[src/rtl/dram_arbiter.sv]
// Two-core DRAM arbiter: serialises one transaction per 4 cycles (IDLE/ADDR/DATA/DONE),
// round-robin between simultaneous requesters, with saturating per-core access counters.
module dram_arbiter #(
    parameter int unsigned ADDR_W = 8,
    parameter int unsigned DATA_W = 8,
    parameter int unsigned CNT_W  = 16
) (
    input  logic              CLK,
    input  logic              rst,
    input  logic [3:0]        Mem_Ctrl0,
    input  logic [ADDR_W-1:0] DAddress0,
    input  logic [DATA_W-1:0] Ddout0,
    output logic [DATA_W-1:0] Ddin0,
    output logic              dacq0,
    input  logic [3:0]        Mem_Ctrl1,
    input  logic [ADDR_W-1:0] DAddress1,
    input  logic [DATA_W-1:0] Ddout1,
    output logic [DATA_W-1:0] Ddin1,
    output logic              dacq1,
    output logic [ADDR_W-1:0] DAddress,
    output logic [DATA_W-1:0] Ddout,
    output logic              wren,
    input  logic [DATA_W-1:0] Ddin,
    output logic              owner,
    output logic [CNT_W-1:0]  acc_cnt0,
    output logic [CNT_W-1:0]  acc_cnt1
);

    typedef enum logic [1:0] {StIdle, StAddr, StData, StDone} state_e;

    state_e            state_q;
    logic              owner_q;
    logic              wr_q;
    logic              wren_q;
    logic [ADDR_W-1:0] daddr_q;
    logic [DATA_W-1:0] ddout_q;
    logic [DATA_W-1:0] ddin0_q;
    logic [DATA_W-1:0] ddin1_q;
    logic              dacq0_q;
    logic              dacq1_q;
    logic [CNT_W-1:0]  cnt0_q;
    logic [CNT_W-1:0]  cnt1_q;

    logic              req0;
    logic              req1;
    logic              grant_valid;
    logic              grant_core;
    logic              grant_wr;
    logic [ADDR_W-1:0] grant_addr;
    logic [DATA_W-1:0] grant_data;
    logic              unused_ctrl;

    // Bits 3:2 of the control words carry no meaning for the DRAM path.
    assign unused_ctrl = ^{Mem_Ctrl0[3:2], Mem_Ctrl1[3:2]};

    always_comb begin
        req0        = Mem_Ctrl0[0] | Mem_Ctrl0[1];
        req1        = Mem_Ctrl1[0] | Mem_Ctrl1[1];
        grant_valid = req0 | req1;
        // On contention the core that was not served last wins.
        if (req0 && req1) begin
            grant_core = ~owner_q;
        end else begin
            grant_core = req1;
        end
        grant_wr   = grant_core ? Mem_Ctrl1[1] : Mem_Ctrl0[1];
        grant_addr = grant_core ? DAddress1 : DAddress0;
        grant_data = grant_core ? Ddout1 : Ddout0;
    end

    always_ff @(posedge CLK or negedge rst) begin
        if (!rst) begin
            state_q <= StIdle;
            owner_q <= 1'b1;
            wr_q    <= 1'b0;
            wren_q  <= 1'b0;
            daddr_q <= '0;
            ddout_q <= '0;
            ddin0_q <= '0;
            ddin1_q <= '0;
            dacq0_q <= 1'b0;
            dacq1_q <= 1'b0;
            cnt0_q  <= '0;
            cnt1_q  <= '0;
        end else begin
            case (state_q)
                StIdle: begin
                    if (grant_valid) begin
                        owner_q <= grant_core;
                        wr_q    <= grant_wr;
                        wren_q  <= grant_wr;
                        daddr_q <= grant_addr;
                        ddout_q <= grant_data;
                        state_q <= StAddr;
                    end
                end
                StAddr: begin
                    wren_q  <= 1'b0;
                    state_q <= StData;
                end
                StData: begin
                    daddr_q <= '0;
                    ddout_q <= '0;
                    // DRAM q is valid now, one cycle after the address was presented.
                    if (!wr_q) begin
                        if (owner_q) begin
                            ddin1_q <= Ddin;
                        end else begin
                            ddin0_q <= Ddin;
                        end
                    end
                    if (owner_q) begin
                        dacq1_q <= 1'b1;
                    end else begin
                        dacq0_q <= 1'b1;
                    end
                    state_q <= StDone;
                end
                StDone: begin
                    dacq0_q <= 1'b0;
                    dacq1_q <= 1'b0;
                    if (owner_q) begin
                        if (cnt1_q != {CNT_W{1'b1}}) begin
                            cnt1_q <= cnt1_q + CNT_W'(1);
                        end
                    end else begin
                        if (cnt0_q != {CNT_W{1'b1}}) begin
                            cnt0_q <= cnt0_q + CNT_W'(1);
                        end
                    end
                    state_q <= StIdle;
                end
                default: begin
                    state_q <= StIdle;
                end
            endcase
        end
    end

    assign DAddress = daddr_q;
    assign Ddout    = ddout_q;
    assign wren     = wren_q;
    assign Ddin0    = ddin0_q;
    assign Ddin1    = ddin1_q;
    assign dacq0    = dacq0_q;
    assign dacq1    = dacq1_q;
    assign owner    = owner_q;
    assign acc_cnt0 = cnt0_q;
    assign acc_cnt1 = cnt1_q;

endmodule

[config.mk]
export PLATFORM = sky130hd
export DESIGN_NAME = dram_arbiter
export DESIGN_NICKNAME = d
export VERILOG_FILES = /design/src/rtl/dram_arbiter.sv
export SDC_FILE = /design/constraint.sdc
export NUM_CORES = 1
export LEC_CHECK = 0
export CAP_MARGIN = 40
export CORE_UTILIZATION = 49
export CTS_CLUSTER_SIZE = 14
export DETAILED_ROUTE_END_ITERATION = 16
export GPL_TIMING_DRIVEN = 1
export PLACE_DENSITY = 0.86
export SYNTH_ARGS = -nofsm -noshare
export SYNTH_HDL_FRONTEND = slang
export SYNTH_SLANG_ARGS = --single-unit
[constraint.sdc]
create_clock -name CLK -period 3.4 [get_ports CLK]
set_input_delay 0.68 -clock CLK [delete_from_list [all_inputs] [get_ports CLK]]
set_output_delay 0.68 -clock CLK [all_outputs]
set_load 0.02 [all_outputs]
Yosys cells after proc, flatten, opt, wreduce, memory -nomap -nowiden

Cells that the tools add are included.
Widths: inputs -> output; s select.

Flip-flop bits (word level): 71
Word-level logic and storage cells: 57
Output and inout bits: 68

Add/subtract/negate cells: 2
Mux-type cells: 16
Equality and inequality tests: 8
Reduce and logical (&&, ||, !) cells: 14
Bitwise gates (word level): 5

Operators with widths:

| kind                  | number |
|---|---|
| $add 16x1->16 const B | 2 |
| $mux 8                | 4 |
| $ne 16x16->1 const B  | 2 |
| $pmux 8 s2            | 2 |
| $reduce_and 3->1      | 4 |
| $reduce_and 2->1      | 5 |
| $pmux 2 s4            | 1 |
| $ne 2x2->1 const B    | 3 |
| $pmux 1 s2            | 3 |
| $reduce_bool 2->1     | 3 |
| $mux 1                | 5 |
| $eq 2x2->1 const B    | 2 |
| $or 1x1->1            | 3 |
| $eq 2x1->1 const B    | 1 |
| $logic_not 2->1       | 1 |
| $mux 2                | 1 |
| $not 1->1             | 2 |
| $logic_and 1x1->1     | 1 |

Longest topological paths before layout

Gate-level depths: netlist (run 1).

Depth after elaboration: 6
Depth in mapped cells: 7
Depth with buffers taken out: 5

Least setup slack after synthesis (run 1)

Ideal clock, no wire load.

Kind: reg-to-reg
From: register cnt0_q[0] (netlist: acc_cnt0[0])
To: register cnt0_q[1] (netlist: acc_cnt0[1])
Stages on the path, launching flop included: 6
Data arrival time: 1.725 ns
Path slack: 1.548 ns
Path buffers: 0
Data required time: 3.272 ns
Cells stage by stage: dfrtp_1 > ha_1 > nand2_1 > nor4_4 > a21oi_2 > mux2_1

Cells in the longest elaborated chain, start to end: 2
Elaborated cells between the ends (all ways): 3
Those cells by class: add/sub (1); eq/ne (1); reduce/logical (1)

RTL lines:

| item                                                  | line | RTL |
|---|---|---|
| from (decl)                                           | 41   | `logic [CNT_W-1:0] cnt0_q;` |
| from (signal assigned)                                | 128  | `cnt0_q <= cnt0_q + CNT_W'(1);` |
| branches (longest 2 deep; another with $add 16x1->16) | -    |  |

Several ways; the timed one is not identified.
A chain may end at the register's enable or synchronous reset.

Final worst setup path (run 1)

From: register owner_q (netlist: owner)
To: output port owner

RTL lines:

| item                   | line | RTL |
|---|---|---|
| from (decl)            | 32   | `logic owner_q;` |
| from (signal assigned) | 89   | `owner_q <= grant_core;` |
| to (decl)              | 24   | `output logic owner,` |

No word-level cell between the ends.

==> results of run 1 <==
power groups by stage:
stage	Combinational (W)	Clock, W	Sequential [W]
floorplan	0.000651	0	0.00157
global placement	0.00154	0	0.00132
detailed placement	0.00158	0	0.00133
CTS	0.00159	0.000765	0.00132
global route	0.00169	0.000803	0.00136
finish	0.00157	0.000747	0.00132
state kept, by name (all words and copies together), names as in the netlist:
name,flops
Ddin0,8
acc_cnt1,16
owner,1
wren,1
Ddin1,8
Ddout,8
dacq1,1
wr_q,1
acc_cnt0,16
state_q,2
DAddress,8
dacq0,1
worst paths after layout:
kind,slack [ps],startpoint,to
max reg2reg,1400,state_q[0]$_DFFE_PN0P_,Ddin0[3]$_DFFE_PN0P_
min,410,rst,acc_cnt0[8]$_DFFE_PN0P_
min reg2reg,490,Ddout[5]$_DFFE_PN0P_,Ddout[5]$_DFFE_PN0P_
max in group asynchronous,2260,rst,owner$_DFFE_PN1P_
max,990,owner$_DFFE_PN1P_,owner
min in group CLK,490,Ddout[5]$_DFFE_PN0P_,Ddout[5]$_DFFE_PN0P_
cells by family after synthesis:
| group | Yosys count | share of synthesized area |
|---|---|---|
| mux | 37 | 0.1170 |
| buf+inv | 14 | 0.02036 |
| simple gates | 76 | 0.1414 |
| xor+xnor | 24 | 0.06220 |
| flops | 71 | 0.5261 |
| fa+ha+maj | 7 | 0.02592 |
| compound gates | 50 | 0.1070 |
layer usage:
metal  routed length, um  track usage  vias up
met1                3146       0.2800     1281
met4                 116      0.09245        0
met5                   0            0        -
li1                    -            -     1270
met3                 455      0.05253       10
met2                3721       0.3622       91
final cells by class:
| type | count | area [um^2] | share of cell area |
|---|---|---|---|
| inverters | 7 | 26.28 | 0.005462 |
| flip-flops and latches | 71 | 1778 | 0.3696 |
| clock inverters | 7 | 96.34 | 0.02003 |
| repair buffers | 115 | 1154 | 0.2398 |
| multi-input cells | 194 | 1536 | 0.3194 |
| clock buffers | 9 | 123.9 | 0.02575 |
| well taps | 77 | 96.34 | 0.02003 |
stage by stage:
step	setup WS, ps	std cells
2_1_floorplan	1548	279
3_3_place_gp	977.8	464
3_5_place_dp	898.9	464
4_1_cts	970.0	480
5_1_grt	931.6	480
6_report	992.8	480
cells in the final DEF, fill, tap and decap left out, drive strengths merged, types with 2 or more instances in the layout:
cell           synthesis  routed
clkdlybuf4s50          0     112
dfrtp                 70      70
mux2                  20      20
nand2                 18      18
mux2i                 17      17
o2bb2ai               16      16
xor2                  14      14
o21ai                 11      11
xnor2                 10      10
clkbuf                 1       9
nand3                  9       9
inv                    7       8
and3                   7       7
ha                     7       7
a21oi                  7       7
nand4                  6       6
nor2                   6       6
nor3                   5       5
nor4                   5       5
a31oi                  4       4
or3                    4       4
nand2b                 4       4
clkinv                 0       4
and4                   3       3
a211oi                 3       3
buf                    6       3
nor3b                  2       2
bufinv                 0       2
==> results.tsv, run 1 <==
stage	metric	value	unit
detailed_routing	DRC violations left	0	
critical_path	Crit path max-delay family	flip-flops	
timing	Slew HR	0.4660	
detailed_routing	vias	2652	
detailed_routing	DR iter-0 viols	83	
grt	first-pass GRT wire length	12.43	mm
synth	Post-Syn Instances	279	
cells_and_area	Syn-to-layout area delta	42.35	%
cells_and_area	ant diodes	0	
critical_path	CP endpoint kind	output port	
critical_path	slowest CP cell	dfstp_2	
critical_path	largest stage delay on the critical path	710	ps
floorplanning	core area	6495	um^2
critical_path	Arrival @ worst endpoint	1730	ps
synth	Area contributors post-synth	dfrtp_1 52%, mux2_2 5.7%, mux2i_1 5.0%	
timing	fin crit share	0.7080	
synth	Yosys cell types	55	
floorplanning	die width	85.05	um
timing	minimum hold slack	414.4	ps
clocking	htree depth	3	
synth	most instantiated cells after synthesis	70 x dfrtp_1, 17 x mux2_2, 17 x mux2i_1, 17 x nand2_1, 16 x o2bb2ai_1	
synth	Synth Net Count	336	
cells_and_area	fin util	0.7407	
clocking	worst skew pair latency	350	ps
clocking	Root Driver	clkbuf_8	
timing	minimum clock period	2407	ps
power_and_ir_drop	power after layout	0.003633	W
timing	Setup Total Neg Slack	0	ps
power_and_ir_drop	VDD IR max	537.0	uV
clocking	CTS tree	done	
detailed_routing	Final ANT Viol Nets	0	
power_and_ir_drop	PwrDens	755.3	nW/um^2
timing	Hold Fails Final Rpt	0	
synth	top cell type's share of synthesized area	0.5183	
critical_path	crit path max fanout	15	
timing	final setup violation count	0	
hold_path	Hold Path Class	input port to asynchronous set/reset pin	
placement	gpl congestion	0.8219	
cells_and_area	final instance area	4811	um^2
cells_and_area	layout cell share with drive strength beyond 1	0.1266	
synth	synth warn	0	
detailed_routing	Vias per Instance	5.525	
cells_and_area	fillers	480	
critical_path	startpoint types	flop	
critical_path	CP cell instances	clkdlybuf4s50_1	
detailed_routing	final WL	7.439	mm
job	Max-cap violations	0	
synth	sequential area share after synthesis	0.5261	
synth	ys async rst share	1.000	
clocking	Hold Buf Count CTS	0	
synth	post-synth top area cell	dfrtp_1	
floorplanning	die footprint	7233	um^2
synth	flop and latch count out of synthesis	71	
floorplanning	DIE HEIGHT	85.05	um
synth	most common cell in the synthesized netlist	dfrtp_1	
timing	Slew Viols, Final	0	
synth	top_reg_cell synth	dfrtp_1	
synth	EDFF count, synth	0	
clocking	CTS Buf Count	9	
floorplanning	initial core utilization	0.5203	
clocking	Setup Fix Bufs, Post-CTS	0	
detailed_routing	wire per inst	15.50	um
power_and_ir_drop	combinational share of power	0.432	
critical_path	CP Buf/Inv Count	1	
critical_path	critical path class	flop to output port	
placement	I/O Buffers	113	
clocking	clock edge transition at the registers on the reported setup and hold paths	80	ps
critical_path	Crit path required time	2720	ps
grt	antenna violations before repair	0	
clocking	CTS Sinks	71	
placement	placed instance area	4591	um^2
power_and_ir_drop	internal power	0.002301	W
run_status	status	complete, no violations	
grt	grt ovf	0	
timing	RSZ-0062 raised after global routing	no	
floorplanning	Cell Rows	29	
power_and_ir_drop	Sw Share	0.3666	
power_and_ir_drop	Sequential Power Share	0.363	
grt	largest net degree at the start of global routing	38	
power_and_ir_drop	Psw	0.001332	W
timing	Final Skew	7.589	ps
grt	vias in the first global route	2633	
detailed_routing	number of iterations in the first detailed-routing pass	4	
synth	post-synthesis instance area	3379	um^2
clocking	post-CTS sizing	0	
critical_path	R2R depth	4	
power_and_ir_drop	leakage power	2.086	nW
placement	HPWL after detailed placement	5.369	mm
timing	achievable frequency	415.4	MHz
timing	Worst-Margin Slew	801.0	ps
clocking	CTS Buffer Depth	2	
cells_and_area	nets	455	
critical_path	Crit path depth	1	
synth	syn_area_per_cell	12.11	um^2
grt	Total GRT Usage	0.2201	
power_and_ir_drop	clock group share of total power	0.206	
floorplanning	Ports	118	
No activity file was read; power rests on OpenSTA's default activity.
==> inputs of run 2 (changes only) <==
Settings changed: CORE_UTILIZATION 49 to 45, PLACE_DENSITY 0.86 to 0.8.
Clock period 3.4 ns to 2.29 ns, I/O delays scaled along.
==> run 2 against run 1 <==
  * Sequential share of layout area shrank 0.20 points
  * Clock-buffer cell count is the same
  * Final area grew 0.55%
  * Register-to-register slack lost 970 ps
  * Via count shrank 0.49%
  * First-iteration DRC count shrank 29%
  * Clock skew grew 0.71 ps
==> results.tsv, run 2 (synthesized netlist as in run 1, its figures left out) <==
stage	metric	value	unit
run_status	status	complete, no violations	
timing	Final Skew	8.297	ps
clocking	CTS Buffer Depth	2	
cells_and_area	commonest non-fill, non-tap cell in the layout	clkdlybuf4s50_1	
floorplanning	DIE HEIGHT	88.66	um
critical_path	Crit path max-delay family	flip-flops	
job	Max-cap violations	0	
detailed_routing	Vias per Instance	5.195	
clocking	Hold Buf Count CTS	0	
critical_path	Crit path required time	1830	ps
placement	HPWL after detailed placement	5.503	mm
timing	minimum clock period	2170	ps
critical_path	CP endpoint kind	output port	
clocking	CTS Sinks	71	
floorplanning	core area	7253	um^2
clocking	htree depth	3	
cells_and_area	layout cell share with drive strength beyond 1	0.1394	
timing	fin crit share	0.9474	
floorplanning	Ports	118	
timing	Slew Viols, Final	0	
placement	I/O Buffers	113	
critical_path	CP cell instances	clkdlybuf4s50_1	
grt	grt ovf	0	
detailed_routing	vias	2639	
clocking	clock edge transition at the registers on the reported setup and hold paths	80	ps
cells_and_area	Syn-to-layout area delta	43.13	%
power_and_ir_drop	VDD IR max	700.8	uV
power_and_ir_drop	leakage power	2.084	nW
detailed_routing	DR iter-0 viols	59	
timing	Setup Total Neg Slack	0	ps
clocking	CTS Buf Count	9	
critical_path	largest stage delay on the critical path	690	ps
grt	Total GRT Usage	0.2010	
cells_and_area	ant diodes	0	
detailed_routing	wire per inst	14.31	um
grt	vias in the first global route	2654	
timing	achievable frequency	460.9	MHz
timing	Worst-Margin Slew	670.6	ps
critical_path	Arrival @ worst endpoint	1710	ps
floorplanning	initial core utilization	0.4659	
clocking	CTS tree	done	
grt	first-pass GRT wire length	11.93	mm
floorplanning	die footprint	7861	um^2
grt	antenna violations before repair	0	
timing	final setup violation count	0	
detailed_routing	DRC violations left	0	
detailed_routing	number of iterations in the first detailed-routing pass	4	
clocking	Setup Fix Bufs, Post-CTS	0	
clocking	Root Driver	clkbuf_8	
placement	gpl congestion	0.7864	
cells_and_area	most frequent cells in the layout	112 x clkdlybuf4s50_1, 70 x dfrtp_1, 17 x nand2_1, 17 x mux2i_1, 17 x mux2_2	
clocking	post-CTS sizing	0	
timing	Hold Fails Final Rpt	0	
timing	Slew HR	0.5528	
critical_path	crit path max fanout	15	
critical_path	critical path class	flop to output port	
power_and_ir_drop	power after layout	0.005176	W
critical_path	CP Buf/Inv Count	1	
detailed_routing	Final ANT Viol Nets	0	
timing	RSZ-0062 raised after global routing	no	
cells_and_area	nets	461	
floorplanning	Cell Rows	31	
detailed_routing	final WL	7.269	mm
cells_and_area	fillers	579	
clocking	worst skew pair latency	340	ps
floorplanning	die width	88.66	um
hold_path	Hold Path Class	input port to asynchronous set/reset pin	
critical_path	startpoint types	flop	
critical_path	slowest CP cell	dfstp_2	
power_and_ir_drop	PwrDens	1070	nW/um^2
grt	largest net degree at the start of global routing	40	
-- run 2: per-stage QoR --
stage                     worst slack, ps  cell area (um^2)  cells  hold WS, ps  utilization
final                               120.5              4837    508        68.84       0.6669
after global routing                52.01              4837    508        80.47       0.6669
after CTS                           96.74              4837    508        77.80       0.6669
after detailed placement            231.6              4663    492        455.6       0.6429
after global placement              296.7              4663    492        446.5       0.6429
after floorplan                     437.6              3379    279        162.4            -
-- run 2: final timing paths --
path / startpoint / end / slack [ps] / cells after the start
setup / recovery: owner$_DFFE_PN1P_ / owner / 120 / 1
hold / removal: rst / Ddin1[1]$_DFFE_PN0P_ / 70 / 1
setup reg to reg: acc_cnt0[0]$_DFFE_PN0P_ / acc_cnt0[14]$_DFFE_PN0P_ / 430 / 5
hold reg to reg: Ddout[1]$_DFFE_PN0P_ / Ddout[1]$_DFFE_PN0P_ / 490 / 1
max in group asynchronous: rst / acc_cnt1[1]$_DFFE_PN0P_ / 1640 / 2
min in group CLK: Ddout[1]$_DFFE_PN0P_ / Ddout[1]$_DFFE_PN0P_ / 490 / 1
-- run 2: metal layers --
metal / wire, um / vias to the layer above / share of wire / GRT usage
li1: - / 1282 / - / -
met1: 3148 / 1281 / 0.43 / 0.2401
met2: 3656 / 71 / 0.50 / 0.3427
met3: 396 / 5 / 0.054 / 0.05597
met4: 68 / 0 / 0.0094 / 0.08211
met5: 0 / - / 0 / 0
-- run 2: worst reg2reg max path: cells and delay by family (launching register included) --
family | cells | cell delay, ps
and+or+nand+nor | 3 | 740
adders and majority gates | 1 | 240
DFF | 1 | 430
muxes | 1 | 340
-- run 2: where the power goes --
part | switching, W | internal (W)
logic | 0.00117 | 0.00118
clock network | 0.000480 | 0.000392
registers | 0.000305 | 0.00165
-- run 2: layout make-up --
type	count	area, um^2	area share
Tap cell	99	123.9	0.02561
Clock buffer	9	123.9	0.02561
Sequential cell	71	1778	0.3676
Multi-Input combinational cell	194	1536	0.3176
Timing Repair Buffer	121	1199	0.2478
Clock inverter	7	50.05	0.01035
Inverter	7	26.28	0.005432
